--- src/rtl/cb_arbiter_2x1.sv ---
// -----------------------------------------------------------------------------
// cb_arbiter_2x1
//
// Shares one core-bus slave port between two masters (M0 = LSU data port,
// M1 = debug/DMA or a second requester). The read-address and write-address
// channels are arbitrated independently. Every granted address records its
// master index in a per-direction order FIFO. Those FIFOs steer write data,
// read data and write responses back to the owning master, in grant order.
//
// Configuration macro:
//   CB_ARB_FIXED_PRIO_EN  defined   -> M0 always wins simultaneous requests
//                         undefined -> round-robin, first favoured = RR_INIT
//
// Parameters:
//   OT_DEPTH  outstanding transactions per direction (power of 2, >= 1)
//   RR_INIT   master index favoured first after reset
//
// Ports:
//   clk        clock
//   rst        synchronous active-high reset
//   m0_mosi_i  master 0 request channels
//   m0_miso_o  master 0 response channels
//   m1_mosi_i  master 1 request channels
//   m1_miso_o  master 1 response channels
//   s_mosi_o   shared slave request channels
//   s_miso_i   shared slave response channels
//   arb_err_o  sticky: slave response arrived with an empty order FIFO
// -----------------------------------------------------------------------------
package cb_arbiter_2x1_pkg;

    typedef struct packed {
        logic        rd_addr_valid;
        logic [31:0] rd_addr;
        logic [1:0]  rd_size;
        logic        rd_ready;
        logic        wr_addr_valid;
        logic [31:0] wr_addr;
        logic [1:0]  wr_size;
        logic        wr_data_valid;
        logic [31:0] wr_data;
        logic [3:0]  wr_strobe;
        logic        wr_resp_ready;
    } s_cb_mosi_t;

    typedef struct packed {
        logic        rd_addr_ready;
        logic        rd_valid;
        logic [31:0] rd_data;
        logic [1:0]  rd_resp;
        logic        wr_addr_ready;
        logic        wr_data_ready;
        logic        wr_resp_valid;
        logic        wr_resp_error;
    } s_cb_miso_t;

endpackage

module cb_arbiter_2x1
    import cb_arbiter_2x1_pkg::*;
#(
    parameter int OT_DEPTH = 2,
    parameter int RR_INIT  = 0
) (
    input  logic       clk,
    input  logic       rst,
    input  s_cb_mosi_t m0_mosi_i,
    output s_cb_miso_t m0_miso_o,
    input  s_cb_mosi_t m1_mosi_i,
    output s_cb_miso_t m1_miso_o,
    output s_cb_mosi_t s_mosi_o,
    input  s_cb_miso_t s_miso_i,
    output logic       arb_err_o
);

    localparam int PTR_W = (OT_DEPTH > 1) ? $clog2(OT_DEPTH) : 1;
    localparam int CNT_W = $clog2(OT_DEPTH + 1);

    // Order FIFO slots: read order, write-data order, write-response order.
    localparam int F_RD = 0;
    localparam int F_WD = 1;
    localparam int F_WR = 2;

    // Masters as arrays so every routing decision is a simple index.
    s_cb_mosi_t m_mosi [2];
    s_cb_miso_t m_miso [2];

    assign m_mosi[0] = m0_mosi_i;
    assign m_mosi[1] = m1_mosi_i;
    assign m0_miso_o = m_miso[0];
    assign m1_miso_o = m_miso[1];

    // -------------------------------------------------------------------------
    // Order FIFOs (three instances of a 1-bit-wide queue of master indices)
    // -------------------------------------------------------------------------
    logic [PTR_W-1:0] wptr_q [3];
    logic [PTR_W-1:0] rptr_q [3];
    logic [CNT_W-1:0] cnt_q  [3];
    logic             mem_q  [3][OT_DEPTH];

    logic [2:0] fifo_push;
    logic [2:0] fifo_pop;
    logic [2:0] fifo_in;
    logic [2:0] fifo_head;
    logic [2:0] fifo_empty;
    logic [2:0] fifo_full;

    function automatic logic [PTR_W-1:0] ptr_inc(input logic [PTR_W-1:0] p);
        return (p == PTR_W'(OT_DEPTH - 1)) ? '0 : p + 1'b1;
    endfunction

    always_comb begin
        for (int f = 0; f < 3; f++) begin
            fifo_head[f]  = mem_q[f][rptr_q[f]];
            fifo_empty[f] = (cnt_q[f] == '0);
            fifo_full[f]  = (cnt_q[f] == CNT_W'(OT_DEPTH));
        end
    end

    // Pushes are only ever requested when the FIFO has room (address and
    // write-data handshakes are gated by the full flags), so no overflow guard.
    always_ff @(posedge clk) begin
        for (int f = 0; f < 3; f++) begin
            if (rst) begin
                // NOTE: sequential state uses non-blocking assignments so every
                // register samples its inputs from the same pre-edge values.
                wptr_q[f] <= '0;
                rptr_q[f] <= '0;
                cnt_q[f]  <= '0;
            end else begin
                if (fifo_push[f]) wptr_q[f] <= ptr_inc(wptr_q[f]);
                if (fifo_pop[f])  rptr_q[f] <= ptr_inc(rptr_q[f]);
                case ({fifo_push[f], fifo_pop[f]})
                    2'b10:   cnt_q[f] <= cnt_q[f] + CNT_W'(1);
                    2'b01:   cnt_q[f] <= cnt_q[f] - CNT_W'(1);
                    default: cnt_q[f] <= cnt_q[f];
                endcase
            end
        end
    end

    // NOTE: the storage is deliberately not reset; a slot is only read after it
    // has been written, and the pointers/counts above carry the reset meaning.
    always_ff @(posedge clk) begin
        for (int f = 0; f < 3; f++) begin
            if (fifo_push[f]) mem_q[f][wptr_q[f]] <= fifo_in[f];
        end
    end

    // -------------------------------------------------------------------------
    // Address arbitration (read and write channels are independent)
    // -------------------------------------------------------------------------
    logic rd_prio, wr_prio;           // master favoured on a tie
    logic rd_lock_q, wr_lock_q;
    logic rd_owner_q, wr_owner_q;
    logic rd_lock_eff, wr_lock_eff;
    logic rd_any, wr_any;
    logic rd_gnt, wr_gnt;
    logic rd_fwd, wr_fwd;
    logic rd_hs, wr_hs;

    function automatic logic arb_pick(input logic v0, input logic v1,
                                      input logic locked, input logic owner,
                                      input logic prio);
        if (locked)   return owner;
        if (v0 && v1) return prio;
        return v1;
    endfunction

    // A lock only holds while its owner keeps valid asserted; dropping valid
    // releases it in the same cycle.
    assign rd_lock_eff = rd_lock_q & m_mosi[rd_owner_q].rd_addr_valid;
    assign wr_lock_eff = wr_lock_q & m_mosi[wr_owner_q].wr_addr_valid;

    assign rd_any = m_mosi[0].rd_addr_valid | m_mosi[1].rd_addr_valid;
    assign wr_any = m_mosi[0].wr_addr_valid | m_mosi[1].wr_addr_valid;

    assign rd_gnt = arb_pick(m_mosi[0].rd_addr_valid, m_mosi[1].rd_addr_valid,
                             rd_lock_eff, rd_owner_q, rd_prio);
    assign wr_gnt = arb_pick(m_mosi[0].wr_addr_valid, m_mosi[1].wr_addr_valid,
                             wr_lock_eff, wr_owner_q, wr_prio);

    // A full order FIFO blocks the address from reaching the slave at all.
    assign rd_fwd = rd_any & ~fifo_full[F_RD];
    assign wr_fwd = wr_any & ~fifo_full[F_WD];
    assign rd_hs  = rd_fwd & s_miso_i.rd_addr_ready;
    assign wr_hs  = wr_fwd & s_miso_i.wr_addr_ready;

    always_ff @(posedge clk) begin
        if (rst) begin
            rd_lock_q  <= 1'b0;
            rd_owner_q <= 1'b0;
            wr_lock_q  <= 1'b0;
            wr_owner_q <= 1'b0;
        end else begin
            // Lock whenever the slave saw a valid address but did not take it.
            rd_lock_q  <= rd_fwd & ~s_miso_i.rd_addr_ready;
            rd_owner_q <= rd_gnt;
            wr_lock_q  <= wr_fwd & ~s_miso_i.wr_addr_ready;
            wr_owner_q <= wr_gnt;
        end
    end

`ifdef CB_ARB_FIXED_PRIO_EN
    assign rd_prio = 1'b0;
    assign wr_prio = 1'b0;
`else
    always_ff @(posedge clk) begin
        if (rst) begin
            rd_prio <= (RR_INIT != 0);
            wr_prio <= (RR_INIT != 0);
        end else begin
            if (rd_hs) rd_prio <= ~rd_gnt;
            if (wr_hs) wr_prio <= ~wr_gnt;
        end
    end
`endif

    // -------------------------------------------------------------------------
    // Response-side handshakes and FIFO control
    // -------------------------------------------------------------------------
    logic rd_pop, wd_open, wd_pop, wr_pop;

    assign rd_pop  = s_miso_i.rd_valid & m_mosi[fifo_head[F_RD]].rd_ready
                   & ~fifo_empty[F_RD];
    // Write data may only flow when the response FIFO can record its owner.
    assign wd_open = ~fifo_empty[F_WD] & ~fifo_full[F_WR];
    assign wd_pop  = wd_open & m_mosi[fifo_head[F_WD]].wr_data_valid
                   & s_miso_i.wr_data_ready;
    assign wr_pop  = s_miso_i.wr_resp_valid & m_mosi[fifo_head[F_WR]].wr_resp_ready
                   & ~fifo_empty[F_WR];

    assign fifo_push = {wd_pop, wr_hs, rd_hs};
    assign fifo_pop  = {wr_pop, wd_pop, rd_pop};
    assign fifo_in   = {fifo_head[F_WD], wr_gnt, rd_gnt};

    // -------------------------------------------------------------------------
    // Output routing (all zero-latency)
    // -------------------------------------------------------------------------
    always_comb begin
        // NOTE: every output gets a default first, so no path can infer a latch.
        s_mosi_o  = '0;
        m_miso[0] = '0;
        m_miso[1] = '0;

        if (rd_any) begin
            s_mosi_o.rd_addr_valid        = rd_fwd;
            s_mosi_o.rd_addr              = m_mosi[rd_gnt].rd_addr;
            s_mosi_o.rd_size              = m_mosi[rd_gnt].rd_size;
            m_miso[rd_gnt].rd_addr_ready  = s_miso_i.rd_addr_ready & ~fifo_full[F_RD];
        end

        if (wr_any) begin
            s_mosi_o.wr_addr_valid        = wr_fwd;
            s_mosi_o.wr_addr              = m_mosi[wr_gnt].wr_addr;
            s_mosi_o.wr_size              = m_mosi[wr_gnt].wr_size;
            m_miso[wr_gnt].wr_addr_ready  = s_miso_i.wr_addr_ready & ~fifo_full[F_WD];
        end

        // Orphan responses (empty FIFO) are accepted and dropped.
        if (!fifo_empty[F_RD]) begin
            m_miso[fifo_head[F_RD]].rd_valid = s_miso_i.rd_valid;
            m_miso[fifo_head[F_RD]].rd_data  = s_miso_i.rd_data;
            m_miso[fifo_head[F_RD]].rd_resp  = s_miso_i.rd_resp;
            s_mosi_o.rd_ready                = m_mosi[fifo_head[F_RD]].rd_ready;
        end else begin
            s_mosi_o.rd_ready = 1'b1;
        end

        if (wd_open) begin
            s_mosi_o.wr_data_valid                = m_mosi[fifo_head[F_WD]].wr_data_valid;
            s_mosi_o.wr_data                      = m_mosi[fifo_head[F_WD]].wr_data;
            s_mosi_o.wr_strobe                    = m_mosi[fifo_head[F_WD]].wr_strobe;
            m_miso[fifo_head[F_WD]].wr_data_ready = s_miso_i.wr_data_ready;
        end

        if (!fifo_empty[F_WR]) begin
            m_miso[fifo_head[F_WR]].wr_resp_valid = s_miso_i.wr_resp_valid;
            m_miso[fifo_head[F_WR]].wr_resp_error = s_miso_i.wr_resp_error;
            s_mosi_o.wr_resp_ready                = m_mosi[fifo_head[F_WR]].wr_resp_ready;
        end else begin
            s_mosi_o.wr_resp_ready = 1'b1;
        end
    end

    // -------------------------------------------------------------------------
    // Sticky orphan-response flag
    // -------------------------------------------------------------------------
    always_ff @(posedge clk) begin
        if (rst) begin
            arb_err_o <= 1'b0;
        end else if ((s_miso_i.rd_valid & fifo_empty[F_RD]) |
                     (s_miso_i.wr_resp_valid & fifo_empty[F_WR])) begin
            arb_err_o <= 1'b1;
        end
    end

endmodule

--- config.mk ---
export PLATFORM = sky130hd
export DESIGN_NAME = cb_arbiter_2x1
export DESIGN_NICKNAME = d
export VERILOG_FILES = /design/src/rtl/cb_arbiter_2x1.sv
export SDC_FILE = /design/constraint.sdc
export NUM_CORES = 1
export LEC_CHECK = 0
export CORE_AREA = 8 8 170 172
export CTS_BUF_LIST = sky130_fd_sc_hd__clkbuf_4 sky130_fd_sc_hd__clkbuf_8 sky130_fd_sc_hd__clkbuf_16
export CTS_CLUSTER_SIZE = 8
export DETAILED_ROUTE_END_ITERATION = 10
export DIE_AREA = 0 0 178 180
export PLACE_DENSITY = 0.51
export SYNTH_ARGS = -nofsm -noshare
export SYNTH_HDL_FRONTEND = slang
export SYNTH_SLANG_ARGS = --single-unit
--- constraint.sdc ---
create_clock -name clk -period 2.2 [get_ports clk]
set_clock_uncertainty 0.1 [all_clocks]
set_input_delay 0.44 -clock clk [delete_from_list [all_inputs] [get_ports clk]]
set_output_delay 0.44 -clock clk [all_outputs]
set_load 0.02 [all_outputs]
Yosys cells after proc, flatten, opt, wreduce, memory -nomap -nowiden

Memory sizes are Yosys's and may differ from the RTL's.
Cells that the tools add are included.

$lt $le $gt $ge: 21
$add $sub $neg: 12
Bitwise logic cells: 61
Reductions and logical operators: 16
Muxes and demuxes: 151
Equal/unequal tests: 9

Operators by type and width:

| kind               | count |
|---|---|
| $bwmux 80          | 7 |
| $mux 80            | 5 |
| $mux 109           | 3 |
| $mux 108           | 3 |
| $demux 40 s1       | 8 |
| $mux 74            | 3 |
| $mux 73            | 3 |
| $mux 72            | 3 |
| $mux 38            | 4 |
| $mux 1             | 88 |
| $and 80x80->80     | 1 |
| $mux 35            | 2 |
| $mux 40            | 1 |
| $mux 39            | 1 |
| $mux 37            | 1 |
| $ge 2x2->1 const B | 13 |
| $mux 2             | 13 |
| $not 1->2          | 13 |
| $and 1x1->1        | 19 |
| $or 1x1->1         | 18 |
| $lt 2x1->1 const B | 8 |
| $eq 2x2->1 const B | 6 |
| $logic_and 1x1->1  | 10 |
| $not 1->1          | 10 |
| 10 further kinds   | 27 |

Memories kept: 4
Memory bits (writable): 18
Flip-flop bits (word level): 7
Output and inout port bits: 190
Input bits: 260
Logic and storage cells: 281

Memories:

| name   | depth | bits a word | rd ports | clocked after memory_dff | wr ports | line | source |
|---|---|---|---|---|---|---|---|
| cnt_q  | 3     | 2           | 3        | 0                        | 3        | 97   | `logic [CNT_W-1:0] cnt_q [3];` |
| mem_q  | 3     | 2           | 3        | 0                        | 3        | 98   | `logic mem_q [3][OT_DEPTH];` |
| rptr_q | 3     | 1           | 3        | 0                        | 3        | 96   | `logic [PTR_W-1:0] rptr_q [3];` |
| wptr_q | 3     | 1           | 3        | 0                        | 3        | 95   | `logic [PTR_W-1:0] wptr_q [3];` |

Longest topological paths before layout

Gate-level depths: netlist of run 1.

Depth in word-level cells: 27
Depth in mapped cells: 8
Gate-level depth less buffers: 8

Worst setup path after synthesis of run 1

Ideal clock, no wire load.

Kind: flip-flop to flip-flop
Start point: mem rptr_q[2] in the netlist's numbering
End point: mem cnt_q[2][1] in the netlist's numbering (data pin)
Cell stages (with the launch flop): 8
Path buffers: 0
Library setup time: 147 ps
Data arrival time: 1910 ps
Period minus slack after synthesis: 2156 ps
Path slack: 44 ps
Data required time: 1953 ps
Cell sequence: edfxtp_1 > mux2_2 > mux2i_1 > or2_2 > ha_1 > nor2_1 > or3_1 > a21oi_1

RTL lines:

| what        | line |
|---|---|
| from (decl) | 96 |
| to (decl)   | 97 |

==> metrics, run 1 <==
CP Data Required Time 1660 ps; RSZ-0062 raised after global routing yes; most frequent cell after synthesis nor2_1; placed inst area 8520 um^2; Finish-stage setup viols 94; P_leak 4.26 nW; GR peak layer met2; status finished, violations left; largest net degree at the start of global routing 33; Levels on crit path 7; worst hold path class reg -> reg; met1 Usage GRT 15.5%; DR iter-0 viols 180; dpl ws -564 ps; total gr overflow 0; worst-path fanout max 4; Clock Path Buffers 2; Overall Power 4.09 mW; TritonCTS Buffers 3; final cycle utilization of the critical path 106%; maximum VDD drop 0.194 mV; ys flop type edfxtp_1; minimum clock period 2340 ps; Overall Global Routing Usage 13.0%; Ports 450; Layout area overhead 209%; Cell Area, Synth 3150 um^2; H-tree levels 1; width of the die 178 um; FF/Latch Area 683 um^2; post-synth top area cell a22o_1; via count 5285; clock sinks 25; clock network latency to the later pin of the worst-skew pair 270 ps; Final WS setup -137 ps; vias in the first global route 5523; Worst path slowest cell edfxtp_1; Least-Margin Pin Slew 295 ps; FMAX 428 MHz; full die area 32000 um^2; flops & latches, synth 25; GRT met3 Usage 3.54%; fin nets 1244; Async SR Flop Fraction 0%; Slew Viols, Final 0; WS Path Type reg -> out; Starting Density 12.0%; MaxCap Viol Count 0; num rows 60; relative slew slack 80.2%; Worst setup SP type register; hold-fix buffers at CTS 0; hold path depth 2; top-area cell type share of the netlist area 18.9%; Post-synth EDFFs 18; fin util 37.0%; top cells by area, synth a22o_1, edfxtp_1, nor2_1, nand2_1, nand2b_1; Port Buffer Count 449; drt wl/cell 17.6 um; Final Hold Vio Count 0; Yosys cell types 35; failing checks setup timing; worst path cell trace mux2i_4, inv_2, buf_6, mux2i_4, buf_4, nor2_2, buf_4; Antenna Cells 0; PwrDens 420 nW/um^2; Cells after Synth 456; Crit path max-delay family buffers and inverters; drt first pass iters 4; via/cell ratio 4.02; first-pass GRT wire length 33.2 mm; CP peak stage delay 460 ps; Post-DRT Antenna Nets 0; register clock-pin slew on the reported worst setup and hold paths 70 ps; core box area 26400 um^2; die height 180 um; initial antenna violation count 0; share of cells above drive strength 1 42.1%; CP Capture Type output pin; WHS 390 ps; Final HPWL DP 18.3 mm; crit path DAT 1800 ps; met2 GRT Util 23.8%; WP buf/inv 4; Post-Syn Nets 726; area of the multi-input gates 2900 um^2; final WL 23.1 mm; post-route cell area 9740 um^2; Commonest cells post-synth nor2_1, nand2_1, a22o_1; register area share after synthesis 21.6%; R2R cell count 8; RD Place Congestion 0.795; Avg Cell Area, Syn 6.92 um^2; drc violations 0; CTS tree built; # fillers 2734; Root Driver clkbuf_16; Yosys Warn Count 0
==> routing by layer <==
| metal | wire length (um) | up-vias | share of wire [%] |
|---|---|---|---|
| met2 | 12000 | 188 | 52 |
| met4 | 146 | 0 | 0.63 |
| met1 | 9300 | 2453 | 40 |
| li1 | - | 2634 | - |
| met3 | 1640 | 10 | 7.1 |
| met5 | 0 | - | 0 |
==> flip-flops by register name, summed over array words and instances (netlist names) <==
name,flops
rd_owner_q,1
wptr_q,3
arb_err_o,1
cnt_q,6
wr_owner_q,1
wr_lock_q,1
rptr_q,3
rd_prio,1
mem_q,6
wr_prio,1
rd_lock_q,1
==> worst min-delay path, stage by stage (launching register included) <==
cell and delay (ps):
dfxtp_1 340, a221oi_1 50, nor2_1 70
==> cells in the final DEF, fill, tap and decap left out, types with 3 or more instances in the layout <==
master / count
nor2_1: 52
clkdlybuf4s50_1: 256
nor2_4: 25
o21bai_1: 3
dlygate4sd2_1: 7
buf_8: 3
nor3b_1: 3
mux2_4: 4
ha_4: 6
dfxtp_1: 5
nor3_1: 6
buf_4: 107
nand2b_4: 19
a22o_1: 67
edfxtp_1: 18
clkbuf_16: 7
buf_12: 16
mux2i_4: 4
a21oi_2: 12
nand2_2: 3
nand2b_1: 20
nor2_2: 14
buf_2: 20
inv_1: 4
inv_2: 4
buf_6: 134
a21oi_1: 29
nor4_1: 4
nand2_1: 72
and2_4: 3
==> cell families (layout without fill, tap and decap cells) <==
kind of cell / after synthesis / in the layout / synth area share (%)
and+or+nand+nor: 234 / 234 / 33.2
AOI/OAI and AO/OA: 126 / 126 / 29.6
buffers and inverters: 49 / 565 / 7.42
DFF: 25 / 25 / 21.6
muxes: 11 / 12 / 4.05
adders and majority gates: 10 / 10 / 3.97
xor gates and xnor gates: 1 / 1 / 0.278
==> area by class of cell <==
class / count / area share (%)
sequential: 25 / 7.01
tap: 341 / 4.38
multi-input combinational: 383 / 29.8
clock buffer: 3 / 0.771
clock inverter: 1 / 0.0899
timing repair buffer: 552 / 57.6
inverter: 9 / 0.372
==> stage by stage <==
stage               std cells  setup TNS (ps)
global route             1314          -12370
floorplan                 456               0
global placement         1269          -59880
detailed placement       1269          -61210
finish                   1314           -3690
CTS                      1305           -9120
==> path summary, 6_finish.rpt <==
| check | startpoint | to | slack, ps |
|---|---|---|---|
| setup reg to reg | rptr_q[1] | cnt_q[2][1] | -120 |
| hold / removal | arb_err_o | arb_err_o | 390 |
| setup / recovery | rptr_q[1] | s_mosi_o[37] | -140 |
| hold reg to reg | arb_err_o | arb_err_o | 390 |
==> power breakdown <==
part           switching (mW)  internal, mW  total (mW)
logic                    1.38          1.69        3.06
registers              0.0257         0.552       0.577
clock network           0.195         0.252       0.447
total                    1.60          2.49        4.09
==> timing repair <==
action                                  4_1_cts  5_1_grt
setup buffers                                25       11
gates cloned                                  8        5
resized for setup                           958      241
pin swaps                                    46       55
endpoints found under the setup margin      200      187
Power figures use the tool's default switching activity.
==> run 2: changes to the inputs <==
--- a/config.mk
+++ b/config.mk
@@ -10,6 +10,7 @@
 export CTS_CLUSTER_SIZE = 8
 export DETAILED_ROUTE_END_ITERATION = 10
 export DIE_AREA = 0 0 178 180
+export MAX_ROUTING_LAYER = met4
 export PLACE_DENSITY = 0.51
 export SYNTH_ARGS = -nofsm -noshare
 export SYNTH_HDL_FRONTEND = slang
==> metrics, run 2 (synthesis gave the netlist of run 1 again) <==
status finished, violations left; failing checks setup timing; Root Driver clkbuf_16; WS Path Type reg -> out; final WL 23.1 mm; CP peak stage delay 460 ps; Layout area overhead 209%; TritonCTS Buffers 3; maximum VDD drop 0.194 mV; MaxCap Viol Count 0; placed inst area 8520 um^2; Final Hold Vio Count 0; met2 wire length 12.0 mm; RSZ-0062 raised after global routing yes; crit path DAT 1800 ps; CTS tree built; clock network latency to the later pin of the worst-skew pair 270 ps; final cycle utilization of the critical path 106%; drt first pass iters 4; drc violations 0; commonest non-fill, non-tap cell in the layout clkdlybuf4s50_1; CP Data Required Time 1660 ps; Post-DRT Antenna Nets 0; most frequent cells in the layout clkdlybuf4s50_1, buf_6, buf_4; Final HPWL DP 18.3 mm; minimum clock period 2340 ps; Worst setup SP type register; initial antenna violation count 0; worst hold path class reg -> reg; relative slew slack 80.2%; H-tree levels 1; vias in the first global route 5540; post-route cell area 9740 um^2; core box area 26400 um^2; P_leak 4.26 nW; DR iter-0 viols 198; width of the die 178 um; Crit path max-delay family buffers and inverters; num rows 60; Overall Global Routing Usage 13.4%; total gr overflow 0; drt wl/cell 17.6 um; Finished Layout Cells 1314; Ports 450; clock sinks 25; Finish-stage setup viols 87; Starting Density 12.0%; Clock Path Buffers 2; Slew Viols, Final 0; Antenna Cells 0; Top Layer Used met4; fin nets 1244; Routed met3 length 1.37 mm; wire length on met1 9.56 mm; worst-path fanout max 4; largest net degree at the start of global routing 33; RD Place Congestion 0.806; via count 5286; register clock-pin slew on the reported worst setup and hold paths 70 ps; full die area 32000 um^2; Port Buffer Count 449; die height 180 um; FMAX 428 MHz; PwrDens 419 nW/um^2; first-pass GRT wire length 33.1 mm; Placed Cells 1269; Worst path slowest cell edfxtp_1; WP buf/inv 4; Least-Margin Pin Slew 295 ps; share of cells above drive strength 1 42.2%; Final WS setup -137 ps; via/cell ratio 4.02; CP Capture Type output pin; worst path cell trace mux2i_4, inv_2, buf_6, mux2i_4, buf_4, nor2_2, buf_4
run 2: metrics by stage:
stage	hold slack [ps]	utilization [%]	setup slack (ps)	power (mW)	TNS [ps]
after floorplan	394	-	43.5	1.66	0
after global placement	372	32.3	-581	3.17	-59880
after detailed placement	387	32.3	-564	3.17	-61210
after CTS	408	33.4	-191	3.78	-9120
after global routing	455	37.0	-222	4.32	-12340
final	390	37.0	-137	4.09	-3340
run 2: final timing paths:
kind         startpoint      endpoint  slack, ps  depth (start not counted)
min           arb_err_o     arb_err_o        390                          2
min reg2reg   arb_err_o     arb_err_o        390                          2
max           rptr_q[1]  s_mosi_o[37]       -140                          7
max reg2reg   rptr_q[1]   cnt_q[2][1]       -120                          8
run 2: timing repair:
action | 4_1_cts | 5_1_grt
setup buffers | 25 | 11
endpoints found under the setup margin | 200 | 186
pin swaps | 46 | 55
resized for setup | 958 | 243
cloned | 8 | 5
hold buffers | 0 | 0
run 2: final cells by class:
cell class              instances  area [um^2]
clock buffers                   3         75.1
inverters                       9         36.3
well taps                     341          427
flip-flops and latches         25          683
clock inverters                 1         8.76
repair buffers                552         5620
multi-input cells             383         2900
fillers                      2736        16600
run 2: tightest hold or removal path, cell delays in order, from the launching register on:
cell and delay [ps]:
dfxtp_1 340, a221oi_1 50, nor2_1 70
run 2: where the power goes:
| group | internal [mW] | switching [mW] |
|---|---|---|
| clock | 0.252 | 0.190 |
| sequential | 0.552 | 0.0258 |
| combinational | 1.69 | 1.38 |
| total | 2.49 | 1.60 |
run 2: routing by layer:
metal  track usage (%)  vias to the layer above
met5                 -                        -
met4             0.667                        0
met3              2.72                        8
met2              23.9                      187
met1              15.9                     2455
li1                  -                     2636
==> run 3: changes to the inputs <==
==> config.mk (replaced) <==
export PLATFORM = sky130hd
export DESIGN_NAME = cb_arbiter_2x1
export DESIGN_NICKNAME = d
export VERILOG_FILES = /design/src/rtl/cb_arbiter_2x1.sv
export SDC_FILE = /design/constraint.sdc
export NUM_CORES = 1
export LEC_CHECK = 0
export CORE_AREA = 8 8 168 170
export CTS_BUF_LIST = sky130_fd_sc_hd__clkbuf_4 sky130_fd_sc_hd__clkbuf_8 sky130_fd_sc_hd__clkbuf_16
export CTS_CLUSTER_SIZE = 8
export DETAILED_ROUTE_END_ITERATION = 10
export DIE_AREA = 0 0 176 178
export MAX_ROUTING_LAYER = met4
export PLACE_DENSITY = 0.5
export SYNTH_ARGS = -nofsm -noshare
export SYNTH_HDL_FRONTEND = slang
export SYNTH_SLANG_ARGS = --single-unit
==> constraint.sdc (replaced) <==
create_clock -name clk -period 2.9 [get_ports clk]
set_clock_uncertainty 0.1 [all_clocks]
set_input_delay 0.58 -clock clk [delete_from_list [all_inputs] [get_ports clk]]
set_output_delay 0.58 -clock clk [all_outputs]
set_load 0.02 [all_outputs]
==> metrics, run 3 (synthesis gave the netlist of run 1 again) <==
clock network latency to the later pin of the worst-skew pair 270 ps; H-tree levels 1; DR iter-0 viols 196; Overall Global Routing Usage 12.5%; drc violations 0; fin nets 1188; largest net degree at the start of global routing 38; full die area 31300 um^2; FMAX 356 MHz; Overall Power 2.55 mW; Post-DRT Antenna Nets 0; die height 178 um; Antenna Cells 0; initial antenna violation count 0; worst path cell trace clkdlybuf4s50_1, inv_1, o21a_1, buf_4, a22o_1, dlygate4sd2_1; CTS tree built; fin util 32.6%; Hold Crit Endpoint arb_err_o; register clock-pin slew on the reported worst setup and hold paths 70 ps; RSZ-0062 raised after global routing no; Final Hold Vio Count 0; drt wl/cell 17.1 um; maximum VDD drop 0.160 mV; Ports 450; CP peak stage delay 480 ps; MaxCap Viol Count 0; Worst setup SP type input port; PwrDens 306 nW/um^2; hold path startpoint arb_err_o; Port Buffer Count 449; CP Data Required Time 2220 ps; worst hold path class reg -> reg; width of the die 176 um; CP Capture Type output pin; via count 4863; RD Place Congestion 0.830; WS Path Type in -> out; Worst R2R End cnt_q[2][1]; first-pass GRT wire length 30.0 mm; num rows 59; Least-Margin Pin Slew 356 ps; Layout area overhead 164%; final WL 21.4 mm; Worst path slowest cell clkdlybuf4s50_1; reg-to-reg setup timing slack 440 ps; status finished, final reports clean; Clock Path Buffers 2; reg2reg start rptr_q[1]; relative slew slack 76.0%; total gr overflow 0; share of cells above drive strength 1 7.31%; commonest non-fill, non-tap cell in the layout clkdlybuf4s50_1; Final HPWL DP 17.7 mm; Starting Density 12.3%; via/cell ratio 3.88; most frequent cells in the layout clkdlybuf4s50_1, dlygate4sd2_1, nor2_1; Finish-stage setup viols 0; Root Driver clkbuf_16; worst-path fanout max 19; clock sinks 25; minimum clock period 2810 ps; R2R cell count 7; crit path DAT 2130 ps; final cycle utilization of the critical path 96.9%; core box area 25600 um^2; hold path depth 2; vias in the first global route 4978; drt first pass iters 4; P_leak 3.80 nW; TritonCTS Buffers 3; Slew Viols, Final 0
-- run 3: cell types whose count changed in the layout (fill, tap and decap cells not counted), moves of 24 or more --
cell,before,now
buf_4,109,42
nor2_1,51,91
buf_6,134,0
dlygate4sd2_1,7,99
nor2_4,24,0
clkdlybuf4s50_1,256,334
-- run 3: repair_timing --
| action | CTS | global route |
|---|---|---|
| pin swaps | 0 | 0 |
| endpoints found under the setup margin | 152 | 26 |
| resized for setup | 102 | 17 |
| hold buffers | 0 | 0 |
| buffers inserted | 4 | 8 |
| gates cloned | 2 | 0 |
-- run 3: layer usage --
metal,GRT usage [%],wire length (um),vias up
li1,-,-,2505
met1,15.7,9440,2162
met2,21.7,10900,188
met3,2.10,919,8
met4,0.777,136,0
met5,-,0,-
-- run 3: worst max-delay path: cells and delay by family --
family / cells / cell delay [ps]
compound gates: 2 / 460
buf+inv: 4 / 1070
-- run 3: power by group --
part | switching, mW | internal [mW] | total, mW
clock network | 0.146 | 0.191 | 0.337
logic | 0.870 | 0.905 | 1.77
registers | 0.0219 | 0.418 | 0.440
total | 1.04 | 1.51 | 2.55
-- run 3: through the flow --
step           setup TNS (ps)  area, um^2  std cells  setup WS (ps)  hold slack, ps
2_1_floorplan               0        3150        456            744             394
3_3_place_gp            -6830        8190       1234           -122             367
3_5_place_dp            -6810        8190       1234           -133             371
4_1_cts                 -1.23        8230       1244          -1.23             390
5_1_grt                     0        8340       1252           27.2             421
6_report                    0        8340       1252           89.6             381
-- run 3: cell type report --
| cell class | count | area (um^2) |
|---|---|---|
| fillers | 2754 | 17300 |
| multi-input cells | 384 | 2310 |
| flip-flops and latches | 25 | 681 |
| repair buffers | 495 | 4810 |
| clock buffers | 3 | 75.1 |
| inverters | 9 | 33.8 |
| well taps | 335 | 419 |
| clock inverters | 1 | 8.76 |
-- run 3: worst max-delay path by stage --
stage	startpoint	endpoint	depth (start not counted)	slack, ps
2_1_floorplan	rptr_q[2]	cnt_q[2][1]	7	740
3_3_place_gp	m0_mosi_i[72]	s_mosi_o[43]	6	-120
3_5_place_dp	m0_mosi_i[72]	s_mosi_o[43]	6	-130
4_1_cts	mem_q[0][1]	m0_miso_o[10]	4	-1
5_1_grt	m0_mosi_i[72]	s_mosi_o[52]	6	30
6_report	m0_mosi_i[72]	s_mosi_o[52]	6	90
